===== config.mk =====
export PLATFORM = sky130hd
export DESIGN_NAME = hamming_uart_receiver
export DESIGN_NICKNAME = d
export VERILOG_FILES = /design/src/rtl/hamming_uart_receiver.sv
export SDC_FILE = /design/constraint.sdc
export NUM_CORES = 1
export LEC_CHECK = 0
export ABC_AREA = 1
export CORE_MARGIN = 10
export CORE_UTILIZATION = 50
export CTS_BUF_LIST = sky130_fd_sc_hd__clkbuf_4
export DETAILED_ROUTE_END_ITERATION = 10
export DONT_BUFFER_PORTS = 1
export MAX_ROUTING_LAYER = met4
export SLEW_MARGIN = 10
export SYNTH_ARGS = -nofsm -noshare
export SYNTH_HDL_FRONTEND = slang
export SYNTH_SLANG_ARGS = --single-unit

===== constraint.sdc =====
create_clock -name CLK_i -period 4.95 [get_ports CLK_i]
set_input_delay 0.99 -clock CLK_i [delete_from_list [all_inputs] [get_ports CLK_i]]
set_output_delay 0.99 -clock CLK_i [all_outputs]
set_load 0.005 [all_outputs]

===== src/rtl/hamming_uart_receiver.sv =====
// Receive side of the Hamming-protected RS-232 link: 8N1 deserialiser,
// high/low frame pairing with timeout, and per-frame SECDED nibble decode.
`timescale 1ns/1ps

module hamming_uart_receiver #(
    parameter logic [31:0] FREQUENCY    = 32'd50_000_000,
    parameter logic [31:0] SPEED        = 32'd9600,
    parameter logic [31:0] TIMEOUT_BITS = 32'd30
) (
    input  logic       CLK_i,
    input  logic       reset_n,
    input  logic       rx,
    output logic [7:0] data_o,
    output logic       valid_o,
    output logic       corrected_o,
    output logic       uncorrectable_o,
    output logic       frame_err_o,
    output logic       timeout_o,
    output logic       busy_o
);

    localparam logic [31:0] DIV      = FREQUENCY / SPEED;
    localparam logic [31:0] HALF     = DIV / 32'd2;
    localparam logic [31:0] TMO_LOAD = TIMEOUT_BITS * DIV;

    typedef enum logic [1:0] {U_IDLE, U_START, U_DATA, U_STOP} uart_e;
    typedef enum logic       {P_HI_WAIT, P_LO_WAIT}             pair_e;

    // Returns {uncorrectable, corrected, nibble[3:0]} for one received frame.
    function automatic logic [5:0] decode_frame(input logic [7:0] f);
        logic [2:0] s;
        logic       q;
        logic [7:0] c;
        s[0] = f[0] ^ f[2] ^ f[4] ^ f[6];
        s[1] = f[1] ^ f[2] ^ f[5] ^ f[6];
        s[2] = f[3] ^ f[4] ^ f[5] ^ f[6];
        q    = ^f;
        c    = f;
        if (q && (s != 3'd0)) begin
            c[s - 3'd1] = ~c[s - 3'd1];
        end
        return {(s != 3'd0) && !q, q, c[6], c[5], c[4], c[2]};
    endfunction

    logic        sync1_q, sync2_q, prev_q;
    logic        rx_s, fall;

    uart_e       uart_q, uart_d;
    logic [31:0] cnt_q, cnt_d;
    logic [2:0]  bit_q, bit_d;
    logic [7:0]  shift_q, shift_d;
    logic        armed_q, armed_d;
    logic        byte_done, ferr;

    pair_e       pair_q, pair_d;
    logic [7:0]  hi_q, hi_d;
    logic [31:0] tmo_q, tmo_d;
    logic        decode_en, tmo_pulse;
    logic [5:0]  hi_dec, lo_dec;

    logic [7:0]  data_q;
    logic        valid_q, corr_q, unc_q, ferr_q, tout_q;

    // Two-flop synchroniser plus one delay flop for falling-edge detection.
    always_ff @(posedge CLK_i or negedge reset_n) begin
        if (!reset_n) begin
            sync1_q <= 1'b1;
            sync2_q <= 1'b1;
            prev_q  <= 1'b1;
        end else begin
            sync1_q <= rx;
            sync2_q <= sync1_q;
            prev_q  <= sync2_q;
        end
    end

    assign rx_s = sync2_q;
    assign fall = prev_q & ~sync2_q;

    // UART state register, baud counter, bit counter and shift register.
    always_ff @(posedge CLK_i or negedge reset_n) begin
        if (!reset_n) begin
            uart_q  <= U_IDLE;
            cnt_q   <= '0;
            bit_q   <= '0;
            shift_q <= '0;
            armed_q <= 1'b0;
        end else begin
            uart_q  <= uart_d;
            cnt_q   <= cnt_d;
            bit_q   <= bit_d;
            shift_q <= shift_d;
            armed_q <= armed_d;
        end
    end

    // UART next-state: mid-bit sampling, LSB first, stop-bit check.
    always_comb begin
        uart_d    = uart_q;
        cnt_d     = cnt_q;
        bit_d     = bit_q;
        shift_d   = shift_q;
        armed_d   = armed_q;
        byte_done = 1'b0;
        ferr      = 1'b0;
        case (uart_q)
            U_IDLE: begin
                cnt_d = '0;
                bit_d = '0;
                if (!armed_q) begin
                    armed_d = rx_s;
                end else if (fall) begin
                    uart_d = U_START;
                end
            end
            U_START: begin
                if (cnt_q == HALF - 32'd1) begin
                    cnt_d  = '0;
                    uart_d = rx_s ? U_IDLE : U_DATA;
                end else begin
                    cnt_d = cnt_q + 32'd1;
                end
            end
            U_DATA: begin
                if (cnt_q == DIV - 32'd1) begin
                    cnt_d   = '0;
                    shift_d = {rx_s, shift_q[7:1]};
                    if (bit_q == 3'd7) begin
                        uart_d = U_STOP;
                    end else begin
                        bit_d = bit_q + 3'd1;
                    end
                end else begin
                    cnt_d = cnt_q + 32'd1;
                end
            end
            U_STOP: begin
                if (cnt_q == DIV - 32'd1) begin
                    cnt_d  = '0;
                    uart_d = U_IDLE;
                    if (rx_s) begin
                        byte_done = 1'b1;
                    end else begin
                        ferr    = 1'b1;
                        armed_d = 1'b0;
                    end
                end else begin
                    cnt_d = cnt_q + 32'd1;
                end
            end
            default: uart_d = U_IDLE;
        endcase
    end

    // Pairing state register, held high frame and timeout counter.
    always_ff @(posedge CLK_i or negedge reset_n) begin
        if (!reset_n) begin
            pair_q <= P_HI_WAIT;
            hi_q   <= '0;
            tmo_q  <= '0;
        end else begin
            pair_q <= pair_d;
            hi_q   <= hi_d;
            tmo_q  <= tmo_d;
        end
    end

    // Pairing next-state: a byte completing on the expiry cycle wins over timeout.
    always_comb begin
        pair_d    = pair_q;
        hi_d      = hi_q;
        tmo_d     = tmo_q;
        decode_en = 1'b0;
        tmo_pulse = 1'b0;
        if (ferr) begin
            pair_d = P_HI_WAIT;
            tmo_d  = '0;
        end else begin
            case (pair_q)
                P_HI_WAIT: begin
                    if (byte_done) begin
                        hi_d   = shift_q;
                        tmo_d  = TMO_LOAD;
                        pair_d = P_LO_WAIT;
                    end
                end
                P_LO_WAIT: begin
                    if (byte_done) begin
                        decode_en = 1'b1;
                        tmo_d     = '0;
                        pair_d    = P_HI_WAIT;
                    end else if (tmo_q == 32'd0) begin
                        tmo_pulse = 1'b1;
                        pair_d    = P_HI_WAIT;
                    end else begin
                        tmo_d = tmo_q - 32'd1;
                    end
                end
                default: pair_d = P_HI_WAIT;
            endcase
        end
    end

    // Per-frame SECDED decode; the low frame is still in the shift register.
    always_comb begin
        hi_dec = decode_frame(hi_q);
        lo_dec = decode_frame(shift_q);
    end

    // Registered outputs: data and flags update together with valid.
    always_ff @(posedge CLK_i or negedge reset_n) begin
        if (!reset_n) begin
            data_q  <= '0;
            valid_q <= 1'b0;
            corr_q  <= 1'b0;
            unc_q   <= 1'b0;
            ferr_q  <= 1'b0;
            tout_q  <= 1'b0;
        end else begin
            valid_q <= decode_en;
            ferr_q  <= ferr;
            tout_q  <= tmo_pulse;
            if (decode_en) begin
                data_q <= {hi_dec[3:0], lo_dec[3:0]};
                corr_q <= hi_dec[4] | lo_dec[4];
                unc_q  <= hi_dec[5] | lo_dec[5];
            end
        end
    end

    assign data_o          = data_q;
    assign valid_o         = valid_q;
    assign corrected_o     = corr_q;
    assign uncorrectable_o = unc_q;
    assign frame_err_o     = ferr_q;
    assign timeout_o       = tout_q;
    assign busy_o          = (uart_q != U_IDLE) || (pair_q == P_LO_WAIT);

endmodule


==> run metrics <==
syn avg cell area=7.07 um^2; fin area=6910 um^2; worst flop-to-flop path endpoint=data_o[3]; initial antenna violation count=0; Critical Path RT=3.96 ns; Vias=5,970; Critical Path End=busy_o; largest net degree at the start of global routing=104; register bit total from synthesis=between 100 and 150; type of origin of the critical path=flop; initial core utilization=0.508; Most used DFF post-synth=dfrtp_1; Layout Skew=0.0233 ns; area of the core=13,100 um^2; # clock sinks=103; worst setup margin=~2.2 ns; Total Routed Length=between 15,000 and 20,000 um; gpl congestion=0.944; Reg2Reg Setup Slack=2.35 ns; area occupied by multi-input gates=between 3000 and 4000 um^2; status=complete, no violations; number of synthesized flops with an enable pin=0; row count=between 40 and 50; GR Overflow Total=0; GRT Util Overall=0.189; Crit path arrival time=1.77 ns; unrepaired setup endpoints after global routing=false; crit-path max FO=10; die area=18,400 um^2; normalized max-slew margin=0.621; Synth cell types=50; Post-Route Utilization=0.526; syn_nets=955; setup violators final=0; TritonCTS clock tree=built; DRC violations left=0; power per cell area=228 nW/um^2; first-pass GRT wire length=27,600 um; Antenna Nets Post-Route=0; reg2reg start=shift_q[2]; Clock Pin Slew Worst Setup and Hold Paths=0.18 ns; wire per inst=14.6 um; slew of the pin with the lowest slew margin=approximately 0.56 ns; worst vdd ir=179 uV; Place WS=2.43 ns; WS Path Type=flop to output port; via density per instance=about 5.4; Max Slew Vio Count=0; P_leak=~3.4 nW; Area growth, synth to finish=3.54%; yosys warns=0; CP endpoint kind=output port; share of cells above drive strength 1=0.0800; max_cap viols=0; # IOs=17; H-tree depth=3; Tcrit/Tclk final=0.557; Die W=about 140 um; Pre-Repair DR Iteration Count=5; FFs w/ async S/R, synth=1.00; DIE HEIGHT=136 um; Final Critical Period=approximately 2.8 ns; DRT iter0 DRCs=512; worst hold slack=approximately 0.14 ns; Post-Synthesis Cells=944; hold-fix buffers at CTS=0; Inserted Clock Buffers=9; commonest non-fill, non-tap cells in the layout=266 x nand2_1, 133 x nor2_1, 100 x dfrtp_1, 91 x inv_1, 66 x nand3_1; post-DP HPWL=12,200 um; latest clock arrival within the worst-skew pair=0.51 ns; FMAX=0.363 GHz; Max Buffers Root-to-Sink=2; Setup TNS=0 ns; Sequential cell area=roughly 2600 um^2; commonest non-fill, non-tap cell in the layout=nand2_1; Hold/Removal Path Class=input port to async pin; DP Area=6750 um^2; Post-layout nets=roughly 940; root buf cell=clkbuf_4; Post-Syn Area=6680 um^2; post-cts sizing count=0; register area share after synthesis=0.387; setup bufs post-CTS=0; Final Hold Vio Count=0; fill cell count=1,337; Reg2Reg Depth=16; port buffer count=0; vias in the first global route=5,598
## metal layers
| layer | part of all wire | GRT usage |
|---|---|---|
| met4 | 0.021 | 0.0592 |
| met3 | 0.050 | 0.0397 |
| met2 | 0.45 | 0.289 |
| met5 | 0 | - |
| met1 | 0.48 | 0.244 |
## worst max-delay path, stage by stage, from the launching register on
cell     delay, ns
dfrtp_1       0.54
nor2_1        0.47
nand2_1       0.25
## worst min path at each step
| stage | startpoint | end | cells past startpoint |
|---|---|---|---|
| finish | reset_n | tmo_q[29] | 0 |
| global route | reset_n | cnt_q[3] | 0 |
| global placement | sync1_q | rx_s | 0 |
| floorplan | sync1_q | rx_s | 0 |
| CTS | reset_n | tmo_q[29] | 0 |
| detailed placement | sync1_q | rx_s | 0 |
## synthesized netlist by cell type, types with 4 or more instances
| cell type | count | area [um^2] |
|---|---|---|
| nand2_1 | 266 | 998 |
| nor2_1 | 133 | 499 |
| dfrtp_1 | 100 | 2500 |
| inv_1 | 91 | 342 |
| nand3_1 | 66 | 330 |
| o21ai_0 | 33 | 165 |
| nor3_1 | 32 | 160 |
| a21oi_1 | 30 | 150 |
| xor2_1 | 27 | 236 |
| nand4_1 | 20 | 125 |
| xnor2_1 | 15 | 131 |
| inv_2 | 14 | 52.6 |
| buf_2 | 11 | 55.1 |
| nor4_1 | 10 | 62.6 |
| nor2_2 | 9 | 56.3 |
| ha_1 | 8 | 100 |
| o21ai_2 | 8 | 70.1 |
| nand2_2 | 7 | 43.8 |
| o21ai_1 | 7 | 35.0 |
| and2_1 | 4 | 25.0 |
| buf_6 | 4 | 45.0 |
## kinds of logic after synthesis
group                      Yosys count  synth area share
AOI/OAI and AO/OA                   90            0.0759
adders and majority gates            8            0.0150
DFF                                103             0.387
buffers and inverters              130            0.0819
xor gates and xnor gates            42            0.0551
and+or+nand+nor                    571             0.385
## flip-flops by register name, summed over array words and instances (netlist names), named ones only
name and flops:
rx_s 1, cnt_q 32, uncorrectable_o 1, corrected_o 1, valid_o 1, shift_q 8, hi_q 8, timeout_o 1
frame_err_o 1, prev_q 1, pair_q 1, uart_q 1, data_o 8, bit_q 3, sync1_q 1, tmo_q 32
armed_q 1
## area by class of cell
cell class	instances	share of cell area
tap	176	0.0319
multi-input combinational	711	0.513
sequential	103	0.373
antenna	1	0.000362
clock buffer	9	0.00977
clock inverter	7	0.0129
inverter	107	0.0585
## stage by stage
step | total power (W) | instances
finish | 0.00158 | 1114
global route | 0.00166 | 1113
CTS | 0.00160 | 1113
detailed placement | 0.00111 | 1097
global placement | 0.00111 | 1097
floorplan | 0.00106 | 944
## power by group
group	leakage (nW)	switching (W)	internal [W]
Combinational	1.86	0.000155	0.0000388
Clock	0.0821	0.000323	0.000166
Sequential	1.42	0.0000323	0.000864
Note: power is estimated with default switching activity, not from simulation.
